[config.mk]
export PLATFORM = sky130hd
export DESIGN_NAME = vga_ctrl_flat
export DESIGN_NICKNAME = d
export VERILOG_FILES = /design/src/rtl/vga_ctrl_if.sv /design/src/rtl/vga_ctrl.sv /design/src/flat_wrapper.sv
export SDC_FILE = /design/constraint.sdc
export NUM_CORES = 1
export LEC_CHECK = 0
export BUFFER_PORTS_ARGS = -buffer_cell sky130_fd_sc_hd__clkbuf_2
export CAP_MARGIN = 25
export CORE_AREA = 2 2 96 98
export DETAILED_ROUTE_END_ITERATION = 16
export DIE_AREA = 0 0 98 100
export GPL_TIMING_DRIVEN = 1
export PLACE_DENSITY_LB_ADDON = 0.12
export RECOVER_POWER = 50
export REMOVE_ABC_BUFFERS = 1
export SLEW_MARGIN = 10
export SYNTH_ARGS = -nofsm -noshare
export SYNTH_HDL_FRONTEND = slang
export SYNTH_SLANG_ARGS = --single-unit
[constraint.sdc]
create_clock -name clock -period 4.22 [get_ports clock]
set_input_delay 0.211 -clock clock [delete_from_list [all_inputs] [get_ports clock]]
set_output_delay 0.211 -clock clock [all_outputs]
set_load 0.1 [all_outputs]
[src/rtl/vga_ctrl_if.sv]
// Framebuffer read port plus screen pins of the VGA scan-out controller.
// The controller takes the master side; framebuffer and screen take the slave side.
interface vga_ctrl_if #(
    parameter int AW = 17
);
    logic          fb_ren;
    logic [AW-1:0] fb_raddr;
    logic [31:0]   fb_rdata;
    logic          dat_hsync;
    logic          dat_vsync;
    logic [3:0]    dat_vga_r;
    logic [3:0]    dat_vga_g;
    logic [3:0]    dat_vga_b;

    modport master (
        output fb_ren,
        output fb_raddr,
        input  fb_rdata,
        output dat_hsync,
        output dat_vsync,
        output dat_vga_r,
        output dat_vga_g,
        output dat_vga_b
    );

    modport slave (
        input  fb_ren,
        input  fb_raddr,
        output fb_rdata,
        input  dat_hsync,
        input  dat_vsync,
        input  dat_vga_r,
        input  dat_vga_g,
        input  dat_vga_b
    );
endinterface

[src/rtl/vga_ctrl.sv]
// VGA scan-out: raster counters, framebuffer fetch with 1-cycle read latency,
// and a 2-stage pin pipeline that keeps sync aligned with pixel data.
module vga_ctrl #(
    parameter int H_ACTIVE = 400,
    parameter int H_FP     = 20,
    parameter int H_SYNC   = 64,
    parameter int H_BP     = 44,
    parameter int V_ACTIVE = 300,
    parameter int V_FP     = 1,
    parameter int V_SYNC   = 2,
    parameter int V_BP     = 12,
    parameter bit SYNC_POL = 1'b0,
    parameter int AW       = 17
) (
    input  logic       clock,
    input  logic       resetn,
    input  logic       en,
    vga_ctrl_if.master bus,
    output logic       busy,
    output logic       frame_done
);
    localparam int HT = H_ACTIVE + H_FP + H_SYNC + H_BP;
    localparam int VT = V_ACTIVE + V_FP + V_SYNC + V_BP;
    localparam int HW = $clog2(HT);
    localparam int VW = $clog2(VT);

    localparam logic [HW-1:0] H_LAST  = HW'(HT - 1);
    localparam logic [HW-1:0] H_AEND  = HW'(H_ACTIVE);
    localparam logic [HW-1:0] HS_BEG  = HW'(H_ACTIVE + H_FP);
    localparam logic [HW-1:0] HS_END  = HW'(H_ACTIVE + H_FP + H_SYNC);
    localparam logic [VW-1:0] V_LAST  = VW'(VT - 1);
    localparam logic [VW-1:0] V_AEND  = VW'(V_ACTIVE);
    localparam logic [VW-1:0] VS_BEG  = VW'(V_ACTIVE + V_FP);
    localparam logic [VW-1:0] VS_END  = VW'(V_ACTIVE + V_FP + V_SYNC);

    typedef enum logic {IDLE, RUN} state_t;

    state_t        state_q, state_d;
    logic [HW-1:0] hcnt_q, hcnt_d;
    logic [VW-1:0] vcnt_q, vcnt_d;
    logic [AW-1:0] addr_q, addr_d;
    logic          frame_end;
    logic          active;
    logic          hs_on;
    logic          vs_on;

    logic          vld_p1;
    logic          hs_p1;
    logic          vs_p1;
    logic [3:0]    r_p2, g_p2, b_p2;
    logic          hsync_p2;
    logic          vsync_p2;

    // Only the top nibble of each colour byte reaches the 4-bit DAC pins.
    function automatic logic [11:0] gate_rgb(input logic vld, input logic [31:0] px);
        return vld ? {px[23:20], px[15:12], px[7:4]} : 12'h000;
    endfunction

    always_comb begin
        state_d   = state_q;
        hcnt_d    = hcnt_q;
        vcnt_d    = vcnt_q;
        addr_d    = addr_q;
        frame_end = 1'b0;
        active    = 1'b0;
        hs_on     = 1'b0;
        vs_on     = 1'b0;
        case (state_q)
            IDLE: begin
                hcnt_d = '0;
                vcnt_d = '0;
                addr_d = '0;
                if (en) state_d = RUN;
            end
            RUN: begin
                active    = (hcnt_q < H_AEND) && (vcnt_q < V_AEND);
                hs_on     = (hcnt_q >= HS_BEG) && (hcnt_q < HS_END);
                vs_on     = (vcnt_q >= VS_BEG) && (vcnt_q < VS_END);
                frame_end = (hcnt_q == H_LAST) && (vcnt_q == V_LAST);
                if (active) addr_d = addr_q + AW'(1);
                if (hcnt_q == H_LAST) begin
                    hcnt_d = '0;
                    vcnt_d = (vcnt_q == V_LAST) ? '0 : vcnt_q + VW'(1);
                end else begin
                    hcnt_d = hcnt_q + HW'(1);
                end
                // en only matters here, so a mid-frame drop still finishes the frame.
                if (frame_end) begin
                    addr_d = '0;
                    if (!en) state_d = IDLE;
                end
            end
            default: state_d = IDLE;
        endcase
    end

    always_ff @(posedge clock or negedge resetn) begin
        if (!resetn) begin
            state_q <= IDLE;
            hcnt_q  <= '0;
            vcnt_q  <= '0;
            addr_q  <= '0;
        end else begin
            state_q <= state_d;
            hcnt_q  <= hcnt_d;
            vcnt_q  <= vcnt_d;
            addr_q  <= addr_d;
        end
    end

    // Stage 1: timing flags, aligned with fb_rdata returning for this position.
    always_ff @(posedge clock or negedge resetn) begin
        if (!resetn) begin
            vld_p1 <= 1'b0;
            hs_p1  <= 1'b0;
            vs_p1  <= 1'b0;
        end else begin
            vld_p1 <= active;
            hs_p1  <= hs_on;
            vs_p1  <= vs_on;
        end
    end

    // Stage 2: pin registers.
    always_ff @(posedge clock or negedge resetn) begin
        if (!resetn) begin
            r_p2     <= 4'h0;
            g_p2     <= 4'h0;
            b_p2     <= 4'h0;
            hsync_p2 <= ~SYNC_POL;
            vsync_p2 <= ~SYNC_POL;
        end else begin
            {r_p2, g_p2, b_p2} <= gate_rgb(vld_p1, bus.fb_rdata);
            hsync_p2 <= hs_p1 ? SYNC_POL : ~SYNC_POL;
            vsync_p2 <= vs_p1 ? SYNC_POL : ~SYNC_POL;
        end
    end

    assign bus.fb_ren    = active;
    assign bus.fb_raddr  = active ? addr_q : '0;
    assign bus.dat_vga_r = r_p2;
    assign bus.dat_vga_g = g_p2;
    assign bus.dat_vga_b = b_p2;
    assign bus.dat_hsync = hsync_p2;
    assign bus.dat_vsync = vsync_p2;
    assign busy          = (state_q == RUN);
    assign frame_done    = frame_end;
endmodule

[src/flat_wrapper.sv]
// flat-port wrapper written by rule: the top's interface ports become plain ports
module vga_ctrl_flat 
#(
    parameter int H_ACTIVE = 400,
    parameter int H_FP     = 20,
    parameter int H_SYNC   = 64,
    parameter int H_BP     = 44,
    parameter int V_ACTIVE = 300,
    parameter int V_FP     = 1,
    parameter int V_SYNC   = 2,
    parameter int V_BP     = 12,
    parameter bit SYNC_POL = 1'b0,
    parameter int AW       = 17
)
  (clock, resetn, en, busy, frame_done, bus_fb_ren, bus_fb_raddr, bus_fb_rdata, bus_dat_hsync, bus_dat_vsync, bus_dat_vga_r, bus_dat_vga_g, bus_dat_vga_b);
  vga_ctrl_if #(.AW(AW)) bus_i ();
  input  logic clock;
  input  logic resetn;
  input  logic en;
  output logic busy;
  output logic frame_done;
  output wire logic [$bits(bus_i.fb_ren)-1:0] bus_fb_ren;
  output wire logic [$bits(bus_i.fb_raddr)-1:0] bus_fb_raddr;
  input wire logic [$bits(bus_i.fb_rdata)-1:0] bus_fb_rdata;
  output wire logic [$bits(bus_i.dat_hsync)-1:0] bus_dat_hsync;
  output wire logic [$bits(bus_i.dat_vsync)-1:0] bus_dat_vsync;
  output wire logic [$bits(bus_i.dat_vga_r)-1:0] bus_dat_vga_r;
  output wire logic [$bits(bus_i.dat_vga_g)-1:0] bus_dat_vga_g;
  output wire logic [$bits(bus_i.dat_vga_b)-1:0] bus_dat_vga_b;
  assign bus_fb_ren = bus_i.fb_ren;
  assign bus_fb_raddr = bus_i.fb_raddr;
  assign bus_i.fb_rdata = bus_fb_rdata;
  assign bus_dat_hsync = bus_i.dat_hsync;
  assign bus_dat_vsync = bus_i.dat_vsync;
  assign bus_dat_vga_r = bus_i.dat_vga_r;
  assign bus_dat_vga_g = bus_i.dat_vga_g;
  assign bus_dat_vga_b = bus_i.dat_vga_b;
  vga_ctrl #(.H_ACTIVE(H_ACTIVE), .H_FP(H_FP), .H_SYNC(H_SYNC), .H_BP(H_BP), .V_ACTIVE(V_ACTIVE), .V_FP(V_FP), .V_SYNC(V_SYNC), .V_BP(V_BP), .SYNC_POL(SYNC_POL), .AW(AW)) u_core (.clock(clock), .resetn(resetn), .en(en), .bus(bus_i), .busy(busy), .frame_done(frame_done));
endmodule
==> results of run 1 <==
-- layout make-up --
| class | count | area, µm² | area share |
|---|---|---|---|
| clock buffer | 5 | 68.82 | 0.02173 |
| clock inverter | 3 | 25.02 | 0.007902 |
| inverter | 12 | 45.04 | 0.01422 |
| multi-input combinational | 191 | 1276 | 0.4030 |
| sequential | 54 | 1354 | 0.4275 |
| tap | 111 | 138.9 | 0.04386 |
| timing repair buffer | 51 | 259.0 | 0.08179 |
-- synthesized netlist by cell type, types with 2 or more instances --
cell type / n / area [µm²]
o31ai_1: 15 / 112.6
nand2_1: 12 / 45.04
or4_1: 14 / 105.1
inv_1: 11 / 41.29
or3_1: 7 / 43.79
o21ai_0: 6 / 30.03
xor2_1: 4 / 35.03
nor4_1: 3 / 18.77
o211ai_1: 2 / 15.01
nor3_1: 6 / 30.03
and3_1: 4 / 25.02
a21oi_1: 21 / 105.1
buf_2: 3 / 15.01
nand3_1: 12 / 60.06
dfstp_2: 2 / 52.55
nor2_1: 15 / 56.30
xnor2_1: 7 / 61.31
and2_1: 30 / 187.7
dfrtp_1: 52 / 1301
nand4_1: 8 / 50.05
ha_1: 6 / 75.07
buf_6: 2 / 22.52
clkbuf_1: 8 / 30.03
nand3b_1: 2 / 15.01
and4_1: 3 / 26.28
buf_1: 2 / 7.510
-- per-layer routing --
layer	track usage	routed length [µm]
met1	0.1734	2857
met2	0.2007	2722
met3	0.03064	307
met4	0.03953	93
met5	0	0
-- kinds of logic after synthesis --
group,count (synthesis),share of synthesized area
AND/OR/NAND/NOR,120,0.2539
flip-flops,54,0.4923
AO/OA/AOI/OAI,53,0.1442
buffers and inverters,27,0.04367
XOR/XNOR,11,0.03503
adder cells (fa/ha/maj),6,0.02730
multiplexers,1,0.003640
-- flip-flops by register name (all words and copies together), names as in the netlist, 4 cells and up --
register / count
u_core.bus.dat_vga_r: 4
u_core.bus.dat_vga_b: 4
u_core.vcnt_q: 9
u_core.addr_q: 17
u_core.hcnt_q: 10
u_core.bus.dat_vga_g: 4
-- through the flow --
step	setup slack [ps]	util	hold WS, ps	std cells	power, µW
after floorplan	-29.69	-	-84.59	257	582.5
after global placement	1444	0.3461	340.1	419	607.1
after detailed placement	1421	0.3461	347.3	419	606.9
after CTS	1053	0.3567	48.14	427	920.6
after global routing	868.1	0.3562	83.96	427	941.0
final	1119	0.3562	75.85	427	903.5
-- path summary, 6_finish.rpt --
path	from	to	slack (ps)	cells after the start
max in group asynchronous	resetn	u_core.addr_q[14]	1630	2
setup / recovery	u_core.vcnt_q[2]	bus_fb_raddr[2]	1120	6
hold reg to reg	u_core.vs_p1	u_core.bus.dat_vsync	360	1
min in group asynchronous	resetn	u_core.bus.dat_vga_g[1]	940	2
setup reg to reg	u_core.vcnt_q[6]	u_core.addr_q[16]	1650	5
hold / removal	en	u_core.busy	80	2
-- worst reg2reg max path: stages, from the launching register on --
cell	delay (ps)
dfrtp_1	490
nand4bb_1	270
or4b_1	600
o21ai_2	720
buf_4	310
a21oi_1	60
-- power by group through the flow --
stage / registers, µW / logic, µW / clock network (µW)
3_5_place_dp: 535 / 72.3 / 0
5_1_grt: 525 / 74.7 / 341
4_1_cts: 525 / 72.6 / 323
6_report: 524 / 70.2 / 309
2_1_floorplan: 579 / 4.00 / 0
3_3_place_gp: 534 / 72.6 / 0
==> impl_metrics.json, run 1 <==
{
  "sw_frac_of_total": 0.2755,
  "synth_top_flop_cell": "dfrtp_1",
  "vias": 2143,
  "die_w_um": 98,
  "arrival_ps": 2890,
  "antenna_cells": 0,
  "die_area_um2": 9800,
  "critPathBufInv": 2,
  "antenna_found_initial": 0,
  "worst_path_max_delay_cell": "dfrtp_1",
  "synth_edf_count": 0,
  "violations": "max-capacitance violations, max-slew violations",
  "cp_data_required_time_ps": 4010,
  "cts_buffers": 5,
  "cts.hold.buffers_added": 0,
  "grt_overflow": 0,
  "design.core.area_um2": 8890,
  "max_slew_margin": -0.9558,
  "p_clk_frac": 0.342,
  "final_cell_mix": "52 x dfrtp_1, 48 x clkbuf_2, 24 x and2_1",
  "syn_avg_cell_area_um2": 10.11,
  "status": "finished, violations left",
  "syn_inst": 272,
  "mostFrequentLayoutCell": "dfrtp_1",
  "dr.pass1.iters": 4,
  "crit_chain": "a2111oi_4 > o211ai_1 > nor2_1 > buf_4 > and2_1 > clkbuf_2",
  "grt_pass1_wl_mm": 10.10,
  "drt-total-wl_mm": 5.980,
  "leakagePower_uw": 0.001312,
  "post-cts-setup-buffers": 0,
  "place_area_um2": 3077,
  "cts_tree": "yes",
  "synth_cell_types": 41,
  "vias_per_cell": 5.019,
  "clk_pin_slew_ps": 110,
  "fin_skew_ps": 8.802,
  "async_reset_ff_frac": 1.000,
  "syn2layout_area_growth_pct": 15.15,
  "drc": 0,
  "setup_viol": 0,
  "min_period_over_period": 0.7348,
  "p_switching_uw": 248.9,
  "grt_pass1_vias": 1975,
  "cpPeakStageDelay_ps": 500,
  "drive_above_1_share": 0.2089,
  "min_path_type": "in -> reg",
  "yosysSeqAreaShare": 0.4923,
  "io_pins": 69,
  "drt_iter0_markers": 92,
  "final.setup.tns_ps": 0,
  "hold_violations": 0,
  "ant_nets": 0,
  "cap_violations": 1,
  "combPwrFrac": 0.078,
  "postCtsResizedCells": 0,
  "nNetsFinal": 356,
  "peakVddDrop_mv": 0.1317,
  "grt_start_max_net_pins": 55,
  "critPathTopFamily": "compound AO/OA/AOI/OAI gates",
  "gp_congestion": 0.7700,
  "max_freq_mhz": 322.5,
  "crit_type": "reg -> out",
  "root_buffer": "clkbuf_8",
  "cts_buffer_depth": 2,
  "end_kind": "primary output",
  "die_h_um": 100,
  "cp-start-kind": "register",
  "p_per_area_nw_per_um2": 285.3,
  "rsz0062_at_grt": "false",
  "ys_ff_latch": 54,
  "h-tree-depth": 2,
  "place.detailed.hpwl_mm": 3.986,
  "crit_fanout": 10,
  "intPower_uw": 654.5,
  "period_minus_slack_ps": 3101,
  "clock_sinks": 54,
  "p_seq_frac": 0.580,
  "fill_cells": 933,
  "clock_latency_ps": 310,
  "worst_slew_pin_slew_ps": 2934,
  "final_cell_area_um2": 3167,
  "wire_per_inst_um": 14.00,
  "drv_slew": 55,
  "portBuffers": 48,
  "yosysWarnings": 0,
  "syn_area_um2": 2750,
  "track_usage": 0.1270,
  "rows": 35,
  "initial_core_util": 0.3094
}
(Power assumes the default switching activity.)
==> run 2, diff against run 1 <==
- ABC_AREA: not set -> 1
- CORE_AREA: 2 2 96 98 -> 2 2 104 106
- DIE_AREA: 0 0 98 100 -> 0 0 106 108
- clock period: 4.22 -> 2.5 ns (I/O delays scaled with it)
==> run 2 against run 1 <==
- the run still ends with max-capacitance violations, max-slew violations left
- sequential share of layout area decreased by 7.9 points
- global-route usage increased by 0.93 points
- first-iteration DRC count increased by 3.3%
- critical path depth increased by 2
- clock skew increased by 0.66 ps
- flip-flop and latch count unchanged
==> impl_metrics.json, run 2 <==
{
  "status": "finished, violations left",
  "violations": "max-capacitance violations, max-slew violations",
  "critPathTopFamily": "simple AND/OR/NAND/NOR gates",
  "post-cts-setup-buffers": 0,
  "drc": 0,
  "portBuffers": 48,
  "cp-start-kind": "register",
  "syn_area_um2": 3229,
  "reg_top3": "u_core.addr_q (17), u_core.hcnt_q (10), u_core.vcnt_q (9)",
  "die_w_um": 106,
  "setup_viol": 0,
  "largest_register_ffs": 17,
  "die_h_um": 108,
  "max_slew_margin": -0.02795,
  "regMostFlops": "u_core.addr_q",
  "syn_avg_cell_area_um2": 7.744,
  "p_per_area_nw_per_um2": 728.9,
  "grt_pass1_vias": 2599,
  "clk_pin_slew_ps": 110,
  "grt_pass1_wl_mm": 12.50,
  "root_buffer": "clkbuf_8",
  "syn_inst": 417,
  "synthTopCellsByArea": "dfrtp_1 40%, nand2_1 11%, inv_1 7.4%",
  "crit_fanout": 16,
  "h-tree-depth": 2,
  "cap_violations": 1,
  "cpPeakStageDelay_ps": 490,
  "leakagePower_uw": 0.001975,
  "use_met1": 0.1832,
  "async_reset_ff_frac": 1.000,
  "min_path_type": "reg -> reg",
  "peakVddDrop_mv": 0.8086,
  "worst_slew_pin_slew_ps": 1542,
  "wire_per_inst_um": 12.05,
  "crit_type": "reg -> out",
  "drt-total-wl_mm": 7.409,
  "arrival_ps": 2190,
  "synth_cell_types": 34,
  "drt_iter0_markers": 95,
  "met3_usage": 0.01869,
  "yosysWarnings": 0,
  "nNetsFinal": 519,
  "place.detailed.hpwl_mm": 5.268,
  "dr.pass1.iters": 5,
  "netlist.area_leader.share": 0.4029,
  "drive_above_1_share": 0.2150,
  "drv_slew": 27,
  "hold_violations": 0,
  "rsz0062_at_grt": "false",
  "syn2layout_area_growth_pct": 20.19,
  "vias_per_cell": 4.485,
  "cts_buffers": 5,
  "grt-busiest-layer": "met2",
  "ys_ff_latch": 54,
  "grt_start_max_net_pins": 29,
  "synth_top_flop_cell": "dfrtp_1",
  "crit_chain": "nand2_2 > o21ai_1 > a21oi_4 > nand2_4 > nor2_8 > inv_6 > nor2_4 > clkbuf_4",
  "antenna_found_initial": 0,
  "antenna_cells": 0,
  "grt_overflow": 0,
  "cts_tree": "yes",
  "mostFrequentLayoutCell": "nand2_1",
  "end_kind": "primary output",
  "synth_most_common_cell": "nand2_1",
  "yosys.area.top_type": "dfrtp_1",
  "layout.cells.non_filler": 615,
  "max_freq_mhz": 431.3,
  "ant_nets": 0,
  "worst_path_max_delay_cell": "dfrtp_1",
  "design.core.area_um2": 10230,
  "gp_congestion": 0.8245,
  "period_minus_slack_ps": 2319,
  "met2_usage": 0.2304,
  "fin_skew_ps": 9.465,
  "cts_buffer_depth": 2,
  "clock_sinks": 54,
  "final_cell_mix": "95 x nand2_1, 64 x inv_1, 53 x nor2_1",
  "place_area_um2": 3623,
  "initial_core_util": 0.3156,
  "final_cell_area_um2": 3881,
  "min_period_over_period": 0.9274,
  "rows": 37,
  "io_pins": 69,
  "clock_latency_ps": 320,
  "yosysSeqAreaShare": 0.4192,
  "post-place-cells": 593,
  "synthTopCellsByCount": "95 x nand2_1, 64 x inv_1, 53 x nor2_1, 52 x dfrtp_1, 26 x nand3_1",
  "synth_edf_count": 0,
  "track_usage": 0.1363,
  "cp_data_required_time_ps": 2380,
  "critPathBufInv": 2,
  "die_area_um2": 11450,
  "vias": 2758
}
-- run 2: cell types whose count changed after synthesis, moves of 14 or more --
cell,delta
nand3_1,+14
or4_1,-14
nand2_1,+83
nor2_1,+38
o31ai_1,-14
and2_1,-30
inv_1,+53
-- run 2: power by group --
part           total, µW  switching [µW]  leakage [µW]  internal, µW
logic               1150             841       0.00125           306
clock network        544             335     0.0000502           209
registers           1140             144      0.000679           994
-- run 2: path summary, 6_finish.rpt --
check / slack, ps / end / from / cells past startpoint
max in group asynchronous: 890 / u_core.vcnt_q[1] / resetn / 2
min: 360 / u_core.bus.dat_vsync / u_core.vs_p1 / 1
min reg2reg: 360 / u_core.bus.dat_vsync / u_core.vs_p1 / 1
max reg2reg: 660 / u_core.addr_q[12] / u_core.vcnt_q[0] / 9
min in group asynchronous: 710 / u_core.bus.dat_vga_b[1] / resetn / 2
max: 180 / bus_fb_raddr[9] / u_core.hcnt_q[7] / 8
-- run 2: per-layer routing --
metal / routed length (µm) / vias up / share of wire
li1: - / 1431 / -
met1: 3645 / 1273 / 0.49
met2: 3441 / 47 / 0.46
met3: 237 / 7 / 0.032
met4: 85 / 0 / 0.011
met5: 0 / - / 0
-- run 2: cell type report --
class | count | area [µm²]
Multi-Input combinational cell | 280 | 1513
Inverter | 71 | 271.5
Clock buffer | 5 | 68.82
Tap cell | 136 | 170.2
Timing Repair Buffer | 66 | 475.5
Clock inverter | 3 | 28.78
Fill cell | 1080 | 6350
Sequential cell | 54 | 1354
-- run 2: metrics by stage --
stage	power (µW)	worst slack, ps	hold slack [ps]	util	setup TNS (ps)
6_report	2829	181.4	356.5	0.3794	0
5_1_grt	3023	24.29	373.0	0.3794	0
4_1_cts	2864	18.84	360.2	0.3774	0
3_5_place_dp	2288	389.4	217.5	0.3542	0
3_3_place_gp	2279	401.2	215.6	0.3542	0
2_1_floorplan	2030	-1249	-170.6	-	-10200
-- run 2: repair_timing --
action                                  in CTS  in global routing
hold endpoints to repair                    37                  0
hold buffers                                14                  0
resized for setup                            0                 18
endpoints found under the setup margin       0                  9
-- run 2: cells by family after synthesis --
group | synth area share
xor gates and xnor gates | 0.01627
AOI/OAI and AO/OA | 0.06045
and+or+nand+nor | 0.3685
DFF | 0.4192
adders and majority gates | 0.02325
buffers and inverters | 0.1124
==> run 3, diff against run 2 <==
- CORE_AREA: 2 2 104 106 -> 2 2 88 90
- DIE_AREA: 0 0 106 108 -> 0 0 90 92
==> run 3 against run 2 <==
- the run now ends clean
- core utilization is 14 points higher
- flip-flop and latch count is the same
- clock skew is 2.2 ps lower
- via count is 1.8% higher
- register-to-register slack improved by 20 ps
- count of clock-buffer cells in the layout stayed put
- first-iteration DRC count fell by 12%
- hold slack better by 1.8 ps
- combinational power about the same
- critical path type unchanged
- highest routed layer unchanged
==> impl_metrics.json, run 3 (synthesis results as in run 2) <==
{
  "timing.final.ws_setup_ps": 168.7,
  "min_period_over_period": 0.9325,
  "vias": 2807,
  "clk_pin_slew_ps": 100,
  "cap_violations": 0,
  "leakagePower_uw": 0.001967,
  "max_freq_mhz": 429.0,
  "layout.cells.non_filler": 581,
  "final-seq-area_um2": 1354,
  "crit_fanout": 16,
  "largest_register_ffs": 17,
  "end_kind": "primary output",
  "r2r_cells": 5,
  "min_from": "u_core.hs_p1",
  "cts_tree": "yes",
  "rr_startpoint": "u_core.hcnt_q[0]",
  "cpPeakStageDelay_ps": 480,
  "cp-start-kind": "register",
  "design.core.area_um2": 7447,
  "critPathTopFamily": "simple AND/OR/NAND/NOR gates",
  "p_total_uw": 2892,
  "drt_iter0_markers": 84,
  "p_per_area_nw_per_um2": 753.3,
  "drc": 0,
  "drive_above_1_share": 0.2109,
  "track_usage": 0.1789,
  "regMostFlops": "u_core.addr_q",
  "h-tree-depth": 2,
  "nNetsFinal": 519,
  "r2r_end": "u_core.busy",
  "reg_top3": "u_core.addr_q (17), u_core.hcnt_q (10), u_core.vcnt_q (9)",
  "rows": 32,
  "hold_end": "u_core.bus.dat_hsync",
  "cts_buffers": 5,
  "vias_per_cell": 4.831,
  "intPower_uw": 1600,
  "final_cell_mix": "95 x nand2_1, 64 x inv_1, 53 x nor2_1",
  "antenna_found_initial": 0,
  "crit_type": "reg -> out",
  "io_pins": 69,
  "r2r_slack_ps": 680,
  "critPathBufInv": 2,
  "sw_frac_of_total": 0.4467,
  "dr.pass1.iters": 4,
  "p_clk_frac": 0.213,
  "hold_depth": 1,
  "grt_pass1_vias": 2721,
  "drt-total-wl_mm": 6.973,
  "peakVddDrop_mv": 0.3974,
  "die_h_um": 92,
  "clock_latency_ps": 320,
  "fill_cells": 753,
  "min_path_type": "reg -> reg",
  "gp_congestion": 0.8671,
  "place.detailed.hpwl_mm": 5.028,
  "status": "completed",
  "initial_core_util": 0.4336,
  "fin_skew_ps": 7.309,
  "p_switching_uw": 1292,
  "drv_slew": 0,
  "die_w_um": 90,
  "period_minus_slack_ps": 2331,
  "rsz0062_at_grt": "false",
  "setup_viol": 0,
  "wire_per_inst_um": 12.00,
  "hold_violations": 0,
  "place_ws_ps": 392.1,
  "ant_nets": 0,
  "grt_start_max_net_pins": 22,
  "grt_pass1_wl_mm": 12.27,
  "worst_path_max_delay_cell": "dfrtp_1",
  "post-place-cells": 559,
  "post-cts-setup-buffers": 0,
  "cts_buffer_depth": 2,
  "crit_chain": "nand2_2 > o21ai_1 > a21oi_4 > nand2_4 > nor2_8 > inv_6 > nor2_1 > clkbuf_4",
  "antenna_cells": 0,
  "syn2layout_area_growth_pct": 18.87,
  "cp_data_required_time_ps": 2380,
  "mostFrequentLayoutCell": "nand2_1",
  "portBuffers": 48,
  "grt_overflow": 0,
  "multi_input_area_um2": 1513,
  "max_slew_margin": 0.2317,
  "final.setup.tns_ps": 0,
  "p_seq_frac": 0.393,
  "combPwrFrac": 0.394,
  "utilization": 0.5155,
  "arrival_ps": 2210,
  "die_area_um2": 8280,
  "clock_sinks": 54,
  "worst_slew_pin_slew_ps": 1157,
  "root_buffer": "clkbuf_8"
}
[run 3: how the worst max path moves through the flow]
stage	from	endpoint	cells after the start
2_1_floorplan	u_core.busy	frame_done	2
3_3_place_gp	u_core.hcnt_q[7]	bus_fb_raddr[0]	8
3_5_place_dp	u_core.hcnt_q[7]	bus_fb_raddr[1]	8
4_1_cts	u_core.hcnt_q[7]	bus_fb_raddr[1]	8
5_1_grt	u_core.hcnt_q[5]	bus_fb_raddr[16]	8
6_report	u_core.hcnt_q[7]	bus_fb_raddr[16]	8
[run 3: area by class of cell]
type | count | area share
clock buffer | 5 | 0.01793
clock inverter | 3 | 0.01271
inverter | 71 | 0.07073
multi-input combinational | 280 | 0.3941
sequential | 54 | 0.3527
tap | 102 | 0.03325
timing repair buffer | 66 | 0.1186
[run 3: metal layers]
metal	global-route usage	vias up	routed length, µm
met5	0	-	0
met4	0.05769	0	112
met3	0.02876	11	221
met2	0.3095	58	3382
met1	0.2299	1305	3257
li1	-	1433	-
[run 3: power by group through the flow]
| stage | clock, µW | combinational (µW) | sequential, µW |
|---|---|---|---|
| floorplan | 0 | 830 | 1200 |
| global placement | 0 | 1100 | 1150 |
| detailed placement | 0 | 1100 | 1150 |
| CTS | 639 | 1130 | 1130 |
| global route | 674 | 1240 | 1160 |
| finish | 617 | 1140 | 1140 |
[run 3: what timing repair did]
item,in CTS,in global routing
hold buffers,14,0
endpoints found under the hold margin,28,0
endpoints found under the setup margin,0,15
resized for setup,0,30
[run 3: worst reg2reg max path: stages, from the launching register on]
cell	delay [ps]
dfrtp_1	410
ha_1	220
nand3_2	130
nor3_4	400
a21oi_4	280
or2_1	280
[run 3: metrics by stage]
step / instance area, µm² / hold slack (ps)
after global routing: 3839 / 398.4
final: 3839 / 358.4
after global placement: 3553 / 83.11
after floorplan: 3138 / -170.6
after detailed placement: 3553 / 78.60
after CTS: 3811 / 260.1
